File: src/rtl/vga_timing_pkg.sv
// Shared types and constants for the VGA timing detector: field width,
// saturation value, lock FSM states and the measured-mode snapshot.
package vga_timing_pkg;

  localparam int FIELD_W = 10;
  localparam logic [FIELD_W-1:0] SAT_MAX = 10'd1023;

  typedef enum logic [1:0] {
    SEARCH,
    CAPTURE,
    VERIFY,
    LOCKED
  } state_t;

  typedef struct packed {
    logic [FIELD_W-1:0] h_total;
    logic [FIELD_W-1:0] h_sync_len;
    logic [FIELD_W-1:0] h_back;
    logic [FIELD_W-1:0] h_active_len;
    logic [FIELD_W-1:0] v_total;
    logic [FIELD_W-1:0] v_sync_len;
    logic [FIELD_W-1:0] v_back;
    logic [FIELD_W-1:0] v_active_len;
    logic               h_pol;
    logic               v_pol;
  } snap_t;

endpackage

File: src/rtl/vga_timing_axis_meter.sv
// One timing axis: measures period, active width, sync width/polarity and
// sync-start-to-active distance in units of count_en, publishing on active rise.
module vga_timing_axis_meter
  import vga_timing_pkg::*;
(
  input  logic               clk,
  input  logic               reset,
  input  logic               sync,
  input  logic               sync_prev,
  input  logic               active,
  input  logic               active_prev,
  input  logic               count_en,
  output logic [FIELD_W-1:0] total,
  output logic [FIELD_W-1:0] sync_len,
  output logic [FIELD_W-1:0] back,
  output logic [FIELD_W-1:0] active_len,
  output logic               pol,
  output logic               done,
  output logic               sat
);

  logic [FIELD_W-1:0] per_cnt, act_cnt, hi_cnt, lo_cnt, back_r_cnt, back_f_cnt;
  logic [FIELD_W-1:0] act_w, hi_w, lo_w, en_ext;
  logic sync_rise, sync_fall, act_rise, act_fall, pol_new;

  function automatic logic [FIELD_W-1:0] sat_add(input logic [FIELD_W-1:0] a,
                                                 input logic [FIELD_W-1:0] inc);
    if (a == SAT_MAX) return SAT_MAX;
    return a + inc;
  endfunction

  assign en_ext    = {{(FIELD_W-1){1'b0}}, count_en};
  assign sync_rise = sync & ~sync_prev;
  assign sync_fall = ~sync & sync_prev;
  assign act_rise  = active & ~active_prev;
  assign act_fall  = ~active & active_prev;
  // Polarity is taken from the widths just measured so the back distance
  // is referenced to the correct edge even on the first valid period.
  assign pol_new   = hi_w < lo_w;
  assign sat       = (total == SAT_MAX) | (sync_len == SAT_MAX) |
                     (back == SAT_MAX) | (active_len == SAT_MAX);

  always_ff @(posedge clk) begin
    if (reset) begin
      per_cnt    <= '0;
      act_cnt    <= '0;
      hi_cnt     <= '0;
      lo_cnt     <= '0;
      back_r_cnt <= '0;
      back_f_cnt <= '0;
      act_w      <= '0;
      hi_w       <= '0;
      lo_w       <= '0;
      total      <= '0;
      sync_len   <= '0;
      back       <= '0;
      active_len <= '0;
      pol        <= 1'b0;
      done       <= 1'b0;
    end else begin
      per_cnt    <= act_rise ? '0 : sat_add(per_cnt, en_ext);
      back_r_cnt <= sync_rise ? en_ext : sat_add(back_r_cnt, en_ext);
      back_f_cnt <= sync_fall ? en_ext : sat_add(back_f_cnt, en_ext);

      if (act_rise)    act_cnt <= en_ext;
      else if (active) act_cnt <= sat_add(act_cnt, en_ext);
      if (act_fall)    act_w   <= act_cnt;

      if (sync_rise)   hi_cnt  <= en_ext;
      else if (sync)   hi_cnt  <= sat_add(hi_cnt, en_ext);
      if (sync_fall)   hi_w    <= hi_cnt;

      if (sync_fall)   lo_cnt  <= en_ext;
      else if (!sync)  lo_cnt  <= sat_add(lo_cnt, en_ext);
      if (sync_rise)   lo_w    <= lo_cnt;

      done <= act_rise;
      if (act_rise) begin
        total      <= sat_add(per_cnt, en_ext);
        active_len <= act_w;
        sync_len   <= pol_new ? hi_w : lo_w;
        back       <= pol_new ? back_r_cnt : back_f_cnt;
        pol        <= pol_new;
      end
    end
  end

endmodule

File: src/rtl/vga_timing_detect.sv
// Measures an incoming VGA timing stream and reports a locked mode once the
// per-frame snapshot repeats on consecutive frame boundaries.
module vga_timing_detect
  import vga_timing_pkg::*;
#(
  parameter int TIMEOUT_CLKS  = 1023,
  parameter int TIMEOUT_LINES = 1023
) (
  input  logic               clk,
  input  logic               reset,
  input  logic               enable,
  input  logic               h_sync_in,
  input  logic               v_sync_in,
  input  logic               h_active_in,
  input  logic               v_active_in,
  output logic [FIELD_W-1:0] h_total,
  output logic [FIELD_W-1:0] h_sync_len,
  output logic [FIELD_W-1:0] h_back,
  output logic [FIELD_W-1:0] h_active_len,
  output logic [FIELD_W-1:0] v_total,
  output logic [FIELD_W-1:0] v_sync_len,
  output logic [FIELD_W-1:0] v_back,
  output logic [FIELD_W-1:0] v_active_len,
  output logic               h_pol,
  output logic               v_pol,
  output logic               locked,
  output logic               update
);

  logic s_h_sync, s_v_sync, s_h_active, s_v_active;
  logic p_h_sync, p_v_sync, p_h_active, p_v_active;
  logic tick, h_done, v_done, h_sat, v_sat, snap_valid, timeout;
  logic store, load;
  logic [FIELD_W-1:0] clk_cnt, line_cnt;
  snap_t  snap, stored, out_q;
  state_t state_q, state_d;

  always_ff @(posedge clk) begin
    if (reset) begin
      {s_h_sync, s_v_sync, s_h_active, s_v_active} <= '0;
      {p_h_sync, p_v_sync, p_h_active, p_v_active} <= '0;
    end else begin
      {s_h_sync, s_v_sync, s_h_active, s_v_active} <= {h_sync_in, v_sync_in, h_active_in, v_active_in};
      {p_h_sync, p_v_sync, p_h_active, p_v_active} <= {s_h_sync, s_v_sync, s_h_active, s_v_active};
    end
  end

  assign tick = s_h_active & ~p_h_active;

  vga_timing_axis_meter u_h_meter (
    .clk(clk), .reset(reset), .sync(s_h_sync), .sync_prev(p_h_sync),
    .active(s_h_active), .active_prev(p_h_active), .count_en(1'b1),
    .total(snap.h_total), .sync_len(snap.h_sync_len), .back(snap.h_back),
    .active_len(snap.h_active_len), .pol(snap.h_pol), .done(h_done), .sat(h_sat)
  );

  vga_timing_axis_meter u_v_meter (
    .clk(clk), .reset(reset), .sync(s_v_sync), .sync_prev(p_v_sync),
    .active(s_v_active), .active_prev(p_v_active), .count_en(tick),
    .total(snap.v_total), .sync_len(snap.v_sync_len), .back(snap.v_back),
    .active_len(snap.v_active_len), .pol(snap.v_pol), .done(v_done), .sat(v_sat)
  );

  assign snap_valid = ~h_sat & ~v_sat;

  // Loss-of-signal watchdogs, cleared by each published line / frame.
  always_ff @(posedge clk) begin
    if (reset) begin
      clk_cnt  <= '0;
      line_cnt <= '0;
    end else begin
      if (h_done) clk_cnt <= '0;
      else if (clk_cnt != FIELD_W'(TIMEOUT_CLKS)) clk_cnt <= clk_cnt + 1'b1;
      if (v_done) line_cnt <= '0;
      else if (h_done && line_cnt != FIELD_W'(TIMEOUT_LINES)) line_cnt <= line_cnt + 1'b1;
    end
  end

  assign timeout = (clk_cnt == FIELD_W'(TIMEOUT_CLKS)) | (line_cnt == FIELD_W'(TIMEOUT_LINES));

  always_comb begin
    state_d = state_q;
    store   = 1'b0;
    load    = 1'b0;
    unique case (state_q)
      SEARCH:  if (v_done) state_d = CAPTURE;
      CAPTURE: if (v_done) begin
        state_d = VERIFY;
        store   = 1'b1;
      end
      VERIFY:  if (v_done) begin
        if (snap_valid && snap == stored) begin
          state_d = LOCKED;
          load    = 1'b1;
        end else begin
          store   = 1'b1;
        end
      end
      LOCKED:  if (v_done && !(snap_valid && snap == stored)) begin
        state_d = VERIFY;
        store   = 1'b1;
      end
    endcase
    if (!enable || timeout) begin
      state_d = SEARCH;
      store   = 1'b0;
      load    = 1'b0;
    end
  end

  always_ff @(posedge clk) begin
    if (reset) begin
      state_q <= SEARCH;
      stored  <= '0;
      out_q   <= '0;
      locked  <= 1'b0;
      update  <= 1'b0;
    end else begin
      state_q <= state_d;
      if (store) stored <= snap;
      if (load)  out_q  <= snap;
      locked  <= (state_d == LOCKED);
      update  <= load;
    end
  end

  assign h_total      = out_q.h_total;
  assign h_sync_len   = out_q.h_sync_len;
  assign h_back       = out_q.h_back;
  assign h_active_len = out_q.h_active_len;
  assign v_total      = out_q.v_total;
  assign v_sync_len   = out_q.v_sync_len;
  assign v_back       = out_q.v_back;
  assign v_active_len = out_q.v_active_len;
  assign h_pol        = out_q.h_pol;
  assign v_pol        = out_q.v_pol;

endmodule

File: config.mk
export PLATFORM = sky130hd
export DESIGN_NAME = vga_timing_detect
export DESIGN_NICKNAME = d
export VERILOG_FILES = /design/src/rtl/vga_timing_pkg.sv /design/src/rtl/vga_timing_axis_meter.sv /design/src/rtl/vga_timing_detect.sv
export SDC_FILE = /design/constraint.sdc
export NUM_CORES = 1
export LEC_CHECK = 0
export BUFFER_PORTS_ARGS = -buffer_cell sky130_fd_sc_hd__clkbuf_2
export CAP_MARGIN = 20
export CORE_MARGIN = 10
export CORE_UTILIZATION = 63
export CTS_BUF_LIST = sky130_fd_sc_hd__clkbuf_16
export DETAILED_ROUTE_END_ITERATION = 6
export GPL_TIMING_DRIVEN = 0
export PLACE_DENSITY = 0.81
export SLEW_MARGIN = 20
export SYNTH_ARGS = -nofsm -noshare
export SYNTH_HDL_FRONTEND = slang
export SYNTH_SLANG_ARGS = --single-unit
File: constraint.sdc
create_clock -name clk -period 7.5 [get_ports clk]
set_input_delay 0.75 -clock clk [delete_from_list [all_inputs] [get_ports clk]]
set_output_delay 0.75 -clock clk [all_outputs]
set_load 0.005 [all_outputs]
Word level (Yosys, flattened, before mapping) --
Index checks and enable logic that the tools add are counted.
Word-level totals: register bits 460, bits in read-only memories 0, bits in latches 0, output and inout bits 84, word-level logic and storage cells 268, bits in writable memories 0, input port bits 7, memories kept 0
Operators by class: reduce and logical (&&, ||, !) cells 19, bitwise logic cells 26, shifts and indexed selects 0, divide/modulo/power cells 0, equality and inequality tests 31, multipliers 0, muxes and demuxes 103, add/subtract/negate cells 14, $lt $le $gt $ge 2
Operators with widths (number):
- $mux W10 | 30
- $eq A10 B10 Y1 const B | 22
- $eq A82 B82 Y1 | 1
- $add A10 B1 Y10 const B | 8
- $mux W1 | 65
- $add A10 B1 Y10 | 6
- $lt A10 B10 Y1 | 2
- $ne A10 B10 Y1 const B | 2
- $reduce_or A2 Y1 | 8
- $mux W2 | 6
- $not A1 Y1 | 10
- $and A1 B1 Y1 | 9
- $pmux W2 S4 | 1
- $reduce_bool A2 Y1 | 4
- $or A1 B1 Y1 | 7
- $eq A2 B2 Y1 const B | 3
- $ne A2 B1 Y1 const B | 2
- $logic_and A1 B1 Y1 | 3
- $pmux W1 S3 | 1
- $eq A2 B1 Y1 const B | 1
- $logic_not A1 Y1 | 2
- $logic_not A2 Y1 | 1
- $logic_or A1 B1 Y1 | 1

Depth between registers and ports, before layout --
Gate-level depths: netlist (run 1).
depth after elaboration 13, mapped depth 12, depth with buffers taken out 10

Modules after synthesis --
From an unflattened synthesis (run 1), not the netlist that was laid out.
Second synthesis, totals: cell total of the unflattened synthesis 2327, area total of the unflattened synthesis 20465.9 µm²
By module, submodules not included:
- vga_timing_detect | area each 8798.4 µm², instances 1, cells each 983, sequential area each 3923.8 µm²
- vga_timing_axis_meter at u_h_meter | area each 5834.3 µm², instances 1, cells each 672, sequential area each 2642.5 µm²
- vga_timing_axis_meter at u_v_meter | area each 5833.1 µm², instances 1, cells each 672, sequential area each 2642.5 µm²

Worst setup path before layout (run 1) --
No wires, ideal clock.
path type register -> register, start point register p_h_active, end point register u_v_meter.lo_cnt[8], library setup time 0.070 ns, buffers on the path 2, cell stages (with the launch flop) 13, path slack 4.977 ns, arrival time 2.453 ns, period minus slack after synthesis 2.523 ns, data required time 7.430 ns, path through dfxtp_1 > nand2b_1 > inv_2 > clkbuf_1 > clkbuf_1 > ha_1 > ha_1 > nor2b_1 > nand3_1 > nor2_1 > nand3_1 > xor2_1 > a21oi_1
Between the ends: word-level cells in the longest chain between the ends 4
RTL lines:
- from (decl) | line vga_timing_detect.sv:31 | logic p_h_sync, p_v_sync, p_h_active, p_v_active;
- from (signal assigned) | line vga_timing_detect.sv:44 | {p_h_sync, p_v_sync, p_h_active, p_v_active} <= {s_h_sync, s_v_sync, s_h_active, s_v_active};
- $not A1 Y1 | line vga_timing_detect.sv:48 | assign tick = s_h_active & ~p_h_active;
- $and A1 B1 Y1 | line vga_timing_detect.sv:48
- via tick | line vga_timing_detect.sv:32 | logic tick, h_done, v_done, h_sat, v_sat, snap_valid, timeout;
- $add A10 B1 Y10 | line vga_timing_axis_meter.sv:29 | return a + inc;
- $mux W10 | line vga_timing_axis_meter.sv:29
- to (signal assigned) | line vga_timing_axis_meter.sv:73 | if (sync_fall) lo_cnt <= en_ext;
- to (signal assigned) | line vga_timing_axis_meter.sv:74 | else if (!sync) lo_cnt <= sat_add(lo_cnt, en_ext);
- to (decl) | line vga_timing_axis_meter.sv:22 | logic [FIELD_W-1:0] per_cnt, act_cnt, hi_cnt, lo_cnt, back_r_cnt, back_f_cnt;
The timed path passes the listed nets, and every way through them passes these cells. A chain may end at the register's enable or synchronous reset.

Worst setup path in the final report (run 1) --
Same ends and word-level chain as after synthesis.

==> qor.yml, run 1 <==
finish.instance_area_um2: 22500
slew_viol_final: 0
regToRegEndpoint: "u_v_meter.lo_cnt[8]"
cts_resized: 0
syn_to_final_growth_pct: 12.0
nets: 2370
p_leak_nw: 8.24
clock_path_buffers: 3
drt_pass1_iterations: 6
wl_um: 52200
power_density_nw_per_um2: 221
fillCellCount: 2377
rr_worst_depth: 12
cts_max_level: 2
numCtsBuffers: 46
fin_crit_ps: 3340
cts-root-buf: "clkbuf_16"
worstHoldEndpoint: "s_h_sync"
status: "complete, no violations"
cts_tree: "built"
endpoint_kind: "register"
relSlewSlack_pct: 34.5
min_path_type: "input port to register"
grt_start_max_net_pins: 16
routedWlPerCell_um: 18.9
hold_viol: 0
die_h_um: 199
r2r-start: "p_h_active"
arrival_ps: 3810
ys_warn_count: 0
crit_fanout: 15
synth-main-ff-cell: "dfxtp_1"
place.port_buffers: 89
antenna_cells: 0
fin_worst_skew_ps: 19.1
track_usage_pct: 26.0
num_rows: 65
yosys.area.top_type: "dfxtp_1"
start_kind: "register"
syn_inst: 2188
synthTopCellsByCount: "460 x dfxtp_1, 224 x nand2_1, 213 x nor2_1"
synth.most_common_cell: "dfxtp_1"
rsz0062_at_grt: "no"
ys_seq_area_share_pct: 45.9
die_w_um: 199
grt-ovfl-total: 0
avgSynthCellArea_um2: 9.17
final-instance-count-excl-fill: 2761
ys_types: 61
setup_tns_ps: 0
drv_cap: 0
post-route-period-util_pct: 44.5
grt_pass1_wl_um: 82500
critPathKind: "register to register"
ir_drop_uv: 135
dieArea_um2: 39400
ctsHoldBuffers: 0
largest_register_ffs: 82
cts_setup_buffers: 0
antenna_left: 0
whs_path_depth: 2
finalWeightedCongestion: 0.911
initial_utilization_pct: 63.8
synth.area.top_cells: "dfxtp_1 46%, mux2i_1 11%, nand2b_1 5.7%"
worst_pin_slew_ps: 982
num_vias: 16000
drive_gt1_share_pct: 8.35
synth-async-reset-ratio_pct: 0
clkTransAtPathRegs_ps: 60
largest-register: "stored"
min_from: "h_sync_in"
synth_top_area_share_pct: 45.9
syn_area_um2: 20100
hpwlAfterDp_um: 38400
synth_edf_count: 0
worstSkewPairLatency_ps: 550
clock-sinks: 460
antenna_found_initial: 0
reg2reg_slack_ps: 4160
cp.required_ps: 7970
drtIter0Drc: 1433
place_area_um2: 21000
vias_per_cell: 5.81
core_area_um2: 31500
dpl.cell_count: 2679
io_pins: 91
max_freq_mhz: 299
drc: 0
grt_pass1_vias: 15400
syn-num-nets: 2233
ys_ff_latch: 460
setup_violations: 0
-- cells in the final DEF (no fill, tap or decap), drive strengths merged, types with 11 or more instances in the layout --
cell type    n
nand2      224
o21ai       32
a21o        12
and3        27
a31oi       16
inv         41
a21oi      165
xnor2       75
clkinv      23
nor2b       27
dfxtp      460
a22o        11
nor2       213
nand3       62
a211oi      33
nor4        13
nor3        39
xor2        81
mux2i      212
ha          38
nand2b     183
clkbuf     221
buf         30
nand4       53
-- stage by stage --
step	power (mW)	hold WS (ps)	util, %	setup slack, ps
floorplan	2.71	432	-	4980
global placement	2.78	439	66.8	3950
detailed placement	2.79	445	66.8	3890
CTS	4.98	394	71.4	3870
global route	5.12	415	71.4	4060
finish	4.97	406	71.4	4160
-- power by group --
part | total [mW] | internal (mW) | switching [mW]
registers | 2.51 | 2.47 | 0.0430
logic | 0.231 | 0.0816 | 0.149
clock network | 2.22 | 1.28 | 0.949
total | 4.97 | 3.83 | 1.14
-- per-layer routing --
metal	wire length (um)	GRT usage, %	share of wire [%]	up-vias
li1	-	-	-	7758
met1	22700	33.8	43	7638
met2	24700	43.7	47	543
met3	3300	3.79	6.3	104
met4	1470	8.31	2.8	0
met5	0	0	0	-
-- area by class of cell --
type / instances / area [um^2] / share of cell area, %
sequential: 460 / 9210 / 41.0
clock inverter: 35 / 279 / 1.24
timing repair buffer: 89 / 445 / 1.98
buffer: 120 / 709 / 3.16
clock buffer: 47 / 1180 / 5.23
inverter: 37 / 139 / 0.618
tap: 402 / 503 / 2.24
multi-input combinational: 1571 / 10000 / 44.6
-- cell families (layout without fill, tap and decap cells) --
| family | count (synthesis) | in the layout | share of synthesized area (%) |
|---|---|---|---|
| AND/OR/NAND/NOR | 866 | 866 | 21.3 |
| multiplexers | 212 | 212 | 10.6 |
| flip-flops | 460 | 460 | 45.9 |
| buffers and inverters | 157 | 328 | 4.22 |
| AO/OA/AOI/OAI | 299 | 299 | 8.90 |
| XOR/XNOR | 156 | 156 | 6.81 |
| adder cells (fa/ha/maj) | 38 | 38 | 2.37 |
-- how the worst max path moves through the flow --
stage	from	to	slack (ps)	cells after the start
floorplan	p_h_active	u_v_meter.lo_cnt[8]	4980	12
global placement	p_h_active	u_v_meter.lo_cnt[8]	3950	12
detailed placement	p_h_active	u_v_meter.lo_cnt[8]	3890	12
CTS	p_h_active	u_v_meter.lo_cnt[8]	3870	12
global route	p_h_active	u_v_meter.lo_cnt[8]	4060	12
finish	p_h_active	u_v_meter.lo_cnt[8]	4160	12
-- critical path: stages (launching register included) --
cell and delay (ps):
dfxtp_1 330, nand2b_1 220, inv_2 120, clkbuf_1 630, clkbuf_2 600, ha_1 270
ha_1 140, nor2b_1 190, nand3_1 140, nor2_1 190, nand3_1 120, xor2_1 150
a21oi_1 140
No activity file was read; power rests on OpenSTA's default activity.
==> inputs of run 2 (changes only) <==
Settings changed: CORE_UTILIZATION 63 to 61, PLACE_DENSITY 0.81 to 0.79.
Clock period 7.5 ns to 3.4 ns, I/O delays scaled along.
==> qor.yml, run 2 (synthesis results as in run 1) <==
start_kind: "register"  # unchanged
cts_max_level: 2  # unchanged
clock_path_buffers: 3  # unchanged
routedWlPerCell_um: 18.9  # about the same
crit_fanout: 10  # was 15
grt_pass1_wl_um: 84600  # was 82500 um
drt_pass1_iterations: 6  # unchanged
io_pins: 91  # unchanged
max_freq_mhz: 323  # was 299 MHz
track_usage_pct: 25.3  # was 26.0%
endpoint_kind: "register"  # unchanged
place.port_buffers: 89  # unchanged
nets: 2373  # was 2370
vias_per_cell: 5.76  # was 5.81
finalWeightedCongestion: 0.967  # was 0.911
regToRegEndpoint: "v_back[3]"  # was u_v_meter.lo_cnt[8]
r2r-start: "u_v_meter.sync_len[6]"  # was p_h_active
status: "complete, no violations"  # unchanged
worstPathCellList: "xor2_1 -> nor4_1 -> nand4_1 -> or4_4 -> nor4_2 -> buf_6 -> buf_12 -> mux2i_1 -> nor2_1"  # was nand2b_1 -> inv_2 -> clkbuf_1 -> clkbuf_2 -> ha_1 -> ha_1 -> nor2b_1 -> nand3_1 -> nor2_1 -> nand3_1 -> xor2_1 -> a21oi_1
drc: 0  # unchanged
final_cell_mix: "460 x dfxtp_1, 224 x nand2_1, 213 x nor2_1, 212 x mux2i_1, 183 x nand2b_1"  # unchanged
pre_cts_slack_ps: -180  # was 3890 ps
worst_pin_slew_ps: 1010  # was 982 ps
dieArea_um2: 40600  # was 39400 um^2
cts-root-buf: "clkbuf_16"  # unchanged
slew_viol_final: 0  # unchanged
largest_register_ffs: 82  # unchanged
reg2reg_slack_ps: 300  # was 4160 ps
antenna_cells: 0  # unchanged
grt_pass1_vias: 15800  # was 15400
core_area_um2: 32500  # was 31500 um^2
drtIter0Drc: 1365  # was 1433
min_path_type: "input port to register"  # unchanged
whs_path_depth: 2  # unchanged
critPathKind: "register to register"  # unchanged
critPathMaxStageDelay_ps: 530  # was 630 ps
hold_viol: 0  # unchanged
wl_um: 53200  # was 52200 um
path_buf_inv: 2  # was 3
drv_cap: 0  # unchanged
layout_commonest_cell: "dfxtp_1"  # unchanged
syn_to_final_growth_pct: 13.8  # was 12.0%
min_from: "h_active_in"  # was h_sync_in
setup_tns_ps: 0  # unchanged
power_density_nw_per_um2: 518  # was 221 nW/um^2
num_vias: 16200  # was 16000
crit_family: "simple AND/OR/NAND/NOR gates"  # was buffers and inverters
p_leak_nw: 8.36  # was 8.24 nW
fin_crit_ps: 3100  # was 3340 ps
worstSkewPairLatency_ps: 560  # was 550 ps
setup_ws_ps: 303  # was 4160 ps
hpwlAfterDp_um: 38600  # was 38400 um
initial_utilization_pct: 61.7  # was 63.8%
fin_worst_skew_ps: 20.8  # was 19.1 ps
relSlewSlack_pct: 32.7  # was 34.5%
numCtsBuffers: 47  # was 46
p_total_mw: 11.8  # was 4.97 mW
clkTransAtPathRegs_ps: 60  # about the same
fillCellCount: 2513  # was 2377
die_w_um: 201  # was 199 um
worstHoldEndpoint: "s_h_active"  # was s_h_sync
largest-register: "stored"  # unchanged
cts_tree: "built"  # unchanged
num_rows: 66  # was 65
arrival_ps: 3520  # was 3810 ps
drive_gt1_share_pct: 8.75  # was 8.35%
grt_start_max_net_pins: 16  # unchanged
cp.required_ps: 3820  # was 7970 ps
clock-sinks: 460  # unchanged
setup_violations: 0  # unchanged
die_h_um: 201  # was 199 um
crit_path_top_delay_cell: "or4_4"  # was clkbuf_1
antenna_found_initial: 0  # unchanged
post-route-period-util_pct: 91.1  # was 44.5%
antenna_left: 0  # unchanged
rr_worst_depth: 9  # was 12
ir_drop_uv: 412  # was 135 uV
rsz0062_at_grt: "no"  # unchanged
grt-ovfl-total: 0  # unchanged
==> run 2: layout make-up <==
class	count	area (um^2)	share of cell area, %
Clock inverter	41	567	2.48
Timing Repair Buffer	92	475	2.08
Buffer	119	706	3.09
Tap cell	442	553	2.42
Multi-Input combinational cell	1571	10000	43.9
Sequential cell	460	9210	40.3
Clock buffer	47	1180	5.15
Inverter	37	139	0.608
==> run 2: report_power, final <==
group          switching [mW]  leakage, nW  internal, mW  total, mW
Combinational           0.329         3.80         0.182      0.511
Sequential             0.0926         3.72          5.45       5.54
Clock                    2.24        0.841          3.54       5.78
==> run 2: worst max-delay path by stage <==
stage / depth (start not counted) / from / slack, ps / to
after floorplan: 12 / p_h_active / 880 / u_v_meter.lo_cnt[8]
after global placement: 12 / p_h_active / -140 / u_v_meter.lo_cnt[8]
after CTS: 12 / p_h_active / 170 / u_v_meter.lo_cnt[8]
after detailed placement: 12 / p_h_active / -180 / u_v_meter.lo_cnt[8]
final: 9 / u_v_meter.sync_len[6] / 300 / v_back[3]
after global routing: 9 / u_v_meter.sync_len[6] / 230 / v_back[4]
==> run 2: repair_timing <==
item | in CTS | in global routing
hold endpoints to repair | 3 | 0
buffers inserted | 0 | 0
hold buffers | 3 | 0
endpoints found under the setup margin | 14 | 1
cloned | 0 | 0
resized for setup | 1 | 0
==> run 2: layer usage <==
layer / vias to the layer above / track usage, % / share of wire, %
li1: 7783 / - / -
met1: 7743 / 32.7 / 43
met2: 534 / 42.2 / 47
met3: 107 / 4.02 / 6.9
met4: 0 / 8.78 / 3.1
met5: - / 0 / 0
==> run 2: metrics by stage <==
stage                     instance area, um^2  std cells  hold WS (ps)  util, %
after floorplan                         20100       2188           432        -
after global placement                  21100       2719           443     64.8
after detailed placement                21100       2719           452     64.8
after CTS                               22800       2810          18.3     70.2
after global routing                    22800       2809          36.5     70.2
final                                   22800       2809          34.6     70.2
